**config.mk**
```make
export PLATFORM = sky130hd
export DESIGN_NAME = expr_result_sig
export DESIGN_NICKNAME = d
export VERILOG_FILES = /design/src/rtl/expr_vh_pkg.sv /design/src/rtl/expr_misr_step.sv /design/src/rtl/expr_result_sig.sv
export SDC_FILE = /design/constraint.sdc
export NUM_CORES = 1
export LEC_CHECK = 0
export ABC_AREA = 1
export CAP_MARGIN = 40
export CORE_ASPECT_RATIO = 0.7
export CORE_MARGIN = 5
export CORE_UTILIZATION = 50
export DETAILED_ROUTE_END_ITERATION = 10
export PLACE_DENSITY = 0.83
export SYNTH_ARGS = -nofsm -noshare
export SYNTH_HDL_FRONTEND = slang
export SYNTH_SLANG_ARGS = --single-unit
export TNS_END_PERCENT = 5
```
**constraint.sdc**
```tcl
create_clock -name clk -period 2.4 [get_ports clk]
set_input_delay 0.48 -clock clk [delete_from_list [all_inputs] [get_ports clk]]
set_output_delay 0.48 -clock clk [all_outputs]
set_load 0.005 [all_outputs]
```
**src/rtl/expr_vh_pkg.sv**
```systemverilog
// Shared constants for the vloghammer result capture stage: bus geometry,
// field table and FSM state encoding.
package expr_vh_pkg;

  localparam int unsigned Y_W        = 90;
  localparam int unsigned NUM_FIELDS = 18;
  localparam int unsigned SIG_W      = 32;

  // Field i occupies y[FIELD_MSB[i]:FIELD_LSB[i]]; y0 sits at the top of the bus.
  localparam int unsigned FIELD_MSB [NUM_FIELDS] = '{
    89, 85, 80, 74, 70, 65, 59, 55, 50, 44, 40, 35, 29, 25, 20, 14, 10, 5
  };
  localparam int unsigned FIELD_LSB [NUM_FIELDS] = '{
    86, 81, 75, 71, 66, 60, 56, 51, 45, 41, 36, 30, 26, 21, 15, 11, 6, 0
  };

  typedef enum logic [2:0] {
    IDLE  = 3'd0,
    WAIT  = 3'd1,
    FOLD0 = 3'd2,
    FOLD1 = 3'd3,
    FOLD2 = 3'd4,
    DONE  = 3'd5
  } state_e;

endpackage

```
**src/rtl/expr_misr_step.sv**
```systemverilog
// One MISR step: shift left, apply feedback polynomial on msb carry-out, absorb chunk.
module expr_misr_step
  import expr_vh_pkg::*;
#(
  parameter logic [SIG_W-1:0] POLY = 32'h04C11DB7
) (
  input  logic [SIG_W-1:0] sig_i,
  input  logic [SIG_W-1:0] chunk_i,
  output logic [SIG_W-1:0] sig_o
);

  logic [SIG_W-1:0] fb_c;

  assign fb_c  = sig_i[SIG_W-1] ? POLY : '0;
  assign sig_o = {sig_i[SIG_W-2:0], 1'b0} ^ fb_c ^ chunk_i;

endmodule

```
**src/rtl/expr_result_sig.sv**
```systemverilog
// Capture stage: accepts 90-bit result vectors, checks them field-wise against an
// expected vector, folds them into a MISR signature and keeps run statistics.
module expr_result_sig
  import expr_vh_pkg::*;
#(
  parameter logic [SIG_W-1:0] POLY  = 32'h04C11DB7,
  parameter logic [SIG_W-1:0] SEED  = 32'h00000000,
  parameter int unsigned      CNT_W = 16
) (
  input  logic                  clk,
  input  logic                  reset,
  input  logic                  start,
  input  logic                  in_valid,
  output logic                  in_ready,
  input  logic [Y_W-1:0]        in_y,
  input  logic [Y_W-1:0]        in_exp,
  input  logic                  in_cmp_en,
  input  logic                  in_last,
  output logic [SIG_W-1:0]      sig,
  output logic [CNT_W-1:0]      vec_count,
  output logic [CNT_W-1:0]      mism_count,
  output logic [NUM_FIELDS-1:0] field_mism,
  output logic                  busy,
  output logic                  done
);

  state_e                state_q, state_d;
  logic [Y_W-1:0]        y_q, y_d;
  logic                  last_q, last_d;
  logic [SIG_W-1:0]      sig_q, sig_d;
  logic [CNT_W-1:0]      vec_q, vec_d;
  logic [CNT_W-1:0]      mism_q, mism_d;
  logic [NUM_FIELDS-1:0] field_q, field_d;

  logic [NUM_FIELDS-1:0] diff_c;
  logic [SIG_W-1:0]      chunk_c;
  logic [SIG_W-1:0]      misr_next_c;
  logic [CNT_W-1:0]      vec_inc_c, mism_inc_c;
  logic                  accept_c;

  // Per-field inequality, laid out from the package field table.
  for (genvar i = 0; i < NUM_FIELDS; i++) begin : g_cmp
    assign diff_c[i] = |(in_y[FIELD_MSB[i]:FIELD_LSB[i]] ^ in_exp[FIELD_MSB[i]:FIELD_LSB[i]]);
  end

  assign accept_c   = in_valid & in_ready;
  assign vec_inc_c  = (&vec_q)  ? vec_q  : vec_q  + CNT_W'(1);
  assign mism_inc_c = (&mism_q) ? mism_q : mism_q + CNT_W'(1);

  always_comb begin
    chunk_c = '0;
    case (state_q)
      FOLD0:   chunk_c = y_q[31:0];
      FOLD1:   chunk_c = y_q[63:32];
      FOLD2:   chunk_c = SIG_W'(y_q[89:64]);
      default: chunk_c = '0;
    endcase
  end

  expr_misr_step #(
    .POLY (POLY)
  ) u_misr (
    .sig_i   (sig_q),
    .chunk_i (chunk_c),
    .sig_o   (misr_next_c)
  );

  always_ff @(posedge clk) begin
    if (reset) begin
      state_q <= IDLE;
      y_q     <= '0;
      last_q  <= 1'b0;
      sig_q   <= SEED;
      vec_q   <= '0;
      mism_q  <= '0;
      field_q <= '0;
    end else begin
      state_q <= state_d;
      y_q     <= y_d;
      last_q  <= last_d;
      sig_q   <= sig_d;
      vec_q   <= vec_d;
      mism_q  <= mism_d;
      field_q <= field_d;
    end
  end

  // Next state; start overrides everything, including an in-flight fold.
  always_comb begin
    state_d = state_q;
    if (start) begin
      state_d = WAIT;
    end else begin
      case (state_q)
        IDLE:    state_d = IDLE;
        WAIT:    if (accept_c) state_d = FOLD0;
        FOLD0:   state_d = FOLD1;
        FOLD1:   state_d = FOLD2;
        FOLD2:   state_d = last_q ? DONE : WAIT;
        DONE:    state_d = DONE;
        default: state_d = IDLE;
      endcase
    end
  end

  // Datapath: clear on start, capture/compare on accept, MISR step while folding.
  always_comb begin
    y_d     = y_q;
    last_d  = last_q;
    sig_d   = sig_q;
    vec_d   = vec_q;
    mism_d  = mism_q;
    field_d = field_q;
    if (start) begin
      sig_d   = SEED;
      vec_d   = '0;
      mism_d  = '0;
      field_d = '0;
    end else if (accept_c) begin
      y_d    = in_y;
      last_d = in_last;
      vec_d  = vec_inc_c;
      if (in_cmp_en) begin
        field_d = field_q | diff_c;
        if (|diff_c) mism_d = mism_inc_c;
      end
    end else if (busy) begin
      sig_d = misr_next_c;
    end
  end

  // State decode outputs.
  always_comb begin
    in_ready = 1'b0;
    busy     = 1'b0;
    done     = 1'b0;
    case (state_q)
      WAIT:                busy = 1'b0;
      FOLD0, FOLD1, FOLD2: busy = 1'b1;
      DONE:                done = 1'b1;
      default:             busy = 1'b0;
    endcase
    in_ready = (state_q == WAIT);
  end

  assign sig        = sig_q;
  assign vec_count  = vec_q;
  assign mism_count = mism_q;
  assign field_mism = field_q;

endmodule

```
## Yosys cells after proc, flatten, opt, wreduce, memory -nomap -nowiden

Index checks and enable logic that the tools add are counted.

- Flip-flop bits (word level): 176
- Bits in latches: 0
- RAM bits: 0
- Bits in read-only memories: 0
- Input port bits: 186
- Output and inout port bits: 85
- Logic and storage cells: 79
- Memories kept: 0

- Add/sub/neg operators: 2
- $mul: 0
- Div/mod/pow operators: 0
- $lt $le $gt $ge: 0
- Equality and inequality tests: 7
- Shift-type cells: 0
- Muxes and demuxes: 8
- Bitwise logic cells: 26
- Reductions and logical operators: 28

Operators with widths:

| operator | count |
|---|---|
| $pmux W32 S3 | 1 |
| $reduce_or A90 Y1 | 1 |
| $xor A32 B32 Y32 | 2 |
| $reduce_or A6 Y1 | 6 |
| $xor A6 B6 Y6 | 6 |
| $add A16 B1 Y16 const B | 2 |
| $reduce_and A16 Y1 | 2 |
| $reduce_or A5 Y1 | 6 |
| $xor A5 B5 Y5 | 6 |
| $mux W27 | 1 |
| $reduce_or A4 Y1 | 6 |
| $xor A4 B4 Y4 | 6 |
| $or A18 B18 Y18 | 1 |
| $pmux W3 S5 | 1 |
| $reduce_and A2 Y1 | 4 |
| $eq A3 B2 Y1 const B | 2 |
| $eq A3 B3 Y1 const B | 2 |
| $mux W3 | 2 |
| $not A1 Y1 | 4 |
| $reduce_and A4 Y1 | 1 |
| $eq A3 B1 Y1 const B | 1 |
| $mux W1 | 3 |
| $ne A3 B2 Y1 const B | 1 |
| $reduce_or A3 Y1 | 1 |
| 3 further kinds | 3 |

## Longest topological paths before layout

- Depth after elaboration: 5
- Mapped depth: 13
- Gate-level depth less buffers: 13

## Modules after synthesis

A second synthesis with hierarchy kept.

- Cell total of the unflattened synthesis: 1553
- Area total of the unflattened synthesis: 9982.1 µm²

By module, submodules not included:

| module | instances | cells each | area each (µm²) | sequential area each (µm²) |
|---|---|---|---|---|
| expr_result_sig | 1 | 1427 | 9302.7 | 3523.4 |
| expr_misr_step | 1 | 126 | 679.4 | 0.0 |

## Worst setup path after synthesis

No wires, ideal clock.

- Path kind: reg2reg
- Start point: register mism_q[0] (netlist: mism_count[0])
- End point: register mism_q[10] (netlist: mism_count[10])
- Library setup time: 0.138 ns
- Arrival time: 1.489 ns
- Data required time: 2.262 ns
- Path slack: 0.773 ns
- Stages on the path, launching flop included: 10
- Path buffers: 1
- Clock period less this slack: 1.627 ns
- Cell sequence: dfxtp_1 ha_1 nand2_1 nor2_2 nand4_1 nor2_1 nor2_4 buf_2 nand3_1 a21oi_2

- Cells in the longest elaborated chain, start to end: 3
- Elaborated cells between the ends (all ways): 4
- Those cells by class: add/sub: 1; bitwise: 1; reduce/logical: 2

RTL lines:

| element | RTL line | text |
|---|---|---|
| start, declared | expr_result_sig.sv:32 | `logic [CNT_W-1:0] mism_q, mism_d;` |
| start signal, assigned | expr_result_sig.sv:83 | `mism_q <= mism_d;` |
| branches (longest 3 deep; another with $add A16 B1 Y16) | n/a |  |

Several ways; the timed one is not identified.
A chain may end at the register's enable or synchronous reset.

## Worst setup path in the final report

- Start point: register state_q[0]
- End point: output port done

- Cells in the longest elaborated chain, start to end: 2

RTL lines:

| element | RTL line | text |
|---|---|---|
| start, declared | expr_result_sig.sv:27 | `state_e state_q, state_d;` |
| start signal, assigned | expr_result_sig.sv:78 | `state_q <= state_d;` |
| $eq A3 B3 Y1 | expr_result_sig.sv:137 | `case (state_q)` |
| $mux W1 | expr_result_sig.sv:137 |  |
| end, declared | expr_result_sig.sv:24 | `output logic done` |

Every way passes these cells.

==> results.md <==
- Status: completed
- Mux cell area share after synthesis: 0%
- Reg-to-reg endpoint: sig[16]$_SDFFE_PP0P_
- Yosys top cell by area: dfxtp_1
- Mapped cell area: 9670 µm²
- Worst rel slew slack: 60.8%
- Vias in the first global route: 9,740
- CP Depth: 3
- Setup Buffers After CTS: 0
- Critical path's slowest cell: clkdlybuf4s50_1
- # nets final: 1,949
- Setup CP Type: reg2out
- Core box area: 19,000 µm²
- Clock Pin Slew Worst Setup and Hold Paths: 0.07 ns
- Synth Flop Type: dfxtp_1
- Die Area: 22,300 µm²
- Worst r2r src: state_q[2]$_SDFFE_PP0P_
- # clock sinks: 176
- Hpwl dp: 25.8 mm
- Post-route ant nets: 0
- Worst setup EP type: primary output
- Register area share after synthesis: 36.4%
- Num CTS Buffers: 17
- Final setup vio count: 0
- GP Congestion: 0.929
- Via density: 5.13
- Max IR drop VDD: 0.000393 V
- Setup_tns: 0 ns
- Root buf cell: clkbuf_16
- P&R area growth vs syn: 41.2%
- Post-synthesis simple-gate area fraction: 26.6%
- Static leakage: 6.00 nW
- GRT Total Usage: 29.0%
- RSZ-0062 raised after global routing: no
- CP Buf/Inv Count: 2
- Largest net degree at the start of global routing: 93
- DRT Wirelength: 33.7 mm
- Worst skew pair latency: 0.43 ns
- Most frequent cell after synthesis: nand2_1
- DRC Markers: 0
- CP Max Fanout: 4
- Die Width: 176 µm
- Initial drt markers: 1,000
- Max-Cap Viols: 0
- Final period util: 93.1%
- Final Critical Period: 2.23 ns
- Arr. time, crit path: 1.75 ns
- Compound-gate portion of the synthesized area: 16.9%
- DR vias: 10,400
- PD cells: 518 nW/µm²
- Critical path cell sequence: inv_2 > nor3_1 > clkdlybuf4s50_1
- FF-to-FF path depth: 10
- HP Class: in2reg
- Row cnt: 42
- Fraction of the mapped netlist area in adder cells: 0.259%
- ANT cells: 0
- Cell count after synthesis: 1,467
- Yosys warning total: 0
- Core Util, Final: 72.0%
- Clock Path Buffers: 2
- Least-Margin Pin Slew: 0.588 ns
- Worst hold margin: 0.395 ns
- Post-synth EDFFs: 0
- Crit path from: state_q[0]$_SDFFE_PP0P_
- Final Slew Violations: 0
- Ports: 271
- Synth cell types: 37
- End of the critical path: done
- Initial antenna violation count: 1
- Largest family of logic cells by synthesized area: simple AND/OR/NAND/NOR gates
- Layout cells sized above 1: 8.06%
- Chip height: 126 µm
- Syn Nets: 1,655
- Ys async rst share: 0%
- Max Fclk: 448 MHz
- H-tree Lvls: 4
- Clock Skew: 0.0118 ns
- Required time of the critical path: 1.92 ns
- Yosys reg bits: 176
- Design Area, Final: 13,700 µm²
- Top post-synthesis cells by area: dfxtp_1, nand2_1, inv_1, nor2_1, a211oi_1
- First drt pass iteration count: 5
- Post-cts repair resize count: 0
- Top cell type's share of synthesized area: 36.4%
- First-pass GRT wire length: 51.5 mm
- Most frequent cells after synthesis: nand2_1, inv_1, nor2_1
- Gr ovfl total: 0
- Post-Synth XOR/XNOR Area: 5.89%
- Worst R2R Setup Slack: 0.40 ns
- Hold Buf Count CTS: 0
- Post-DR wirelength/cell: 16.5 µm
- PortBufs: 270
- Initial Util: 51.0%
- Crit path max-delay family: buffers and inverters
- Hold Vio Cnt, Final: 0
- CTS tree: done
- Max incr delay on CP: 0.62 ns
- Startpoint Class: flip-flop
- Mean Syn Cell Area: 6.59 µm²
- Post-DP Area: 13,000 µm²
-- where the power goes --
part           internal [W]  switching (W)  leakage, nW
logic              0.000547       0.000545         4.28
clock network       0.00169        0.00125        0.297
registers           0.00300      0.0000373         1.43
-- metrics by stage --
step / power (W) / setup slack, ns / instances
global route: 0.00731 / 0.0872 / 2038
floorplan: 0.00355 / 0.773 / 1467
CTS: 0.00708 / 0.172 / 2038
global placement: 0.00415 / -0.0660 / 2006
detailed placement: 0.00418 / -0.0644 / 2006
finish: 0.00707 / 0.166 / 2038
-- how the worst min path moves through the flow --
| stage | slack [ns] | start | endpoint | cells past startpoint |
|---|---|---|---|---|
| 5_1_grt | 0.40 | reset | mism_count[0]$_SDFFE_PP0P_ | 4 |
| 4_1_cts | 0.38 | reset | mism_count[0]$_SDFFE_PP0P_ | 4 |
| 3_5_place_dp | 0.44 | field_mism[7]$_SDFFE_PP0P_ | field_mism[7]$_SDFFE_PP0P_ | 2 |
| 3_3_place_gp | 0.44 | field_mism[14]$_SDFFE_PP0P_ | field_mism[14]$_SDFFE_PP0P_ | 2 |
| 6_report | 0.40 | reset | mism_count[0]$_SDFFE_PP0P_ | 4 |
| 2_1_floorplan | 0.44 | y_q[10]$_SDFFE_PP0P_ | y_q[10]$_SDFFE_PP0P_ | 2 |
-- flip-flops by register name, indices dropped and copies added, names as in the netlist --
name,count
mism_count,16
vec_count,16
last_q,1
field_mism,18
state_q,3
y_q,90
sig,32
-- placed cells by master (no fill, tap or decap), drive strengths merged, types with 14 or more instances in the layout --
master and count:
a211oi 75, a21oi 73, buf 64, clkbuf 19
clkdlybuf4s50 269, dfxtp 176, inv 284, nand2 314
nand3 59, nor2 236, o21ai 33, o21bai 20
o221ai 14, o22ai 25, xnor2 23, xor2 42
-- per-layer routing --
layer | vias to the layer above | track usage [%] | part of all wire, %
li1 | 5187 | - | -
met1 | 4760 | 41.7 | 46
met2 | 456 | 44.4 | 43
met3 | 41 | 7.61 | 9.7
met4 | 2 | 5.82 | 1.3
met5 | - | 0 | 0.039
-- worst min-delay path, cell delays in order --
cell     delay (ns)
buf_4          0.12
nor2_4         0.07
nand2_1        0.07
nor2_1         0.04
-- area by class of cell --
| type | count | area (µm²) |
|---|---|---|
| fillers | 1547 | 5320 |
| multi-input cells | 947 | 4820 |
| flip-flops and latches | 176 | 3520 |
| repair buffers | 333 | 3290 |
| inverters | 286 | 1070 |
| clock buffers | 19 | 443 |
| well taps | 264 | 330 |
| clock inverters | 13 | 178 |
-- kinds of logic after synthesis --
kind of cell	after synthesis
DFF	176
xor gates and xnor gates	65
and+or+nand+nor	630
adders and majority gates	2
AOI/OAI and AO/OA	250
buffers and inverters	344
No activity file was read; power rests on OpenSTA's default activity.
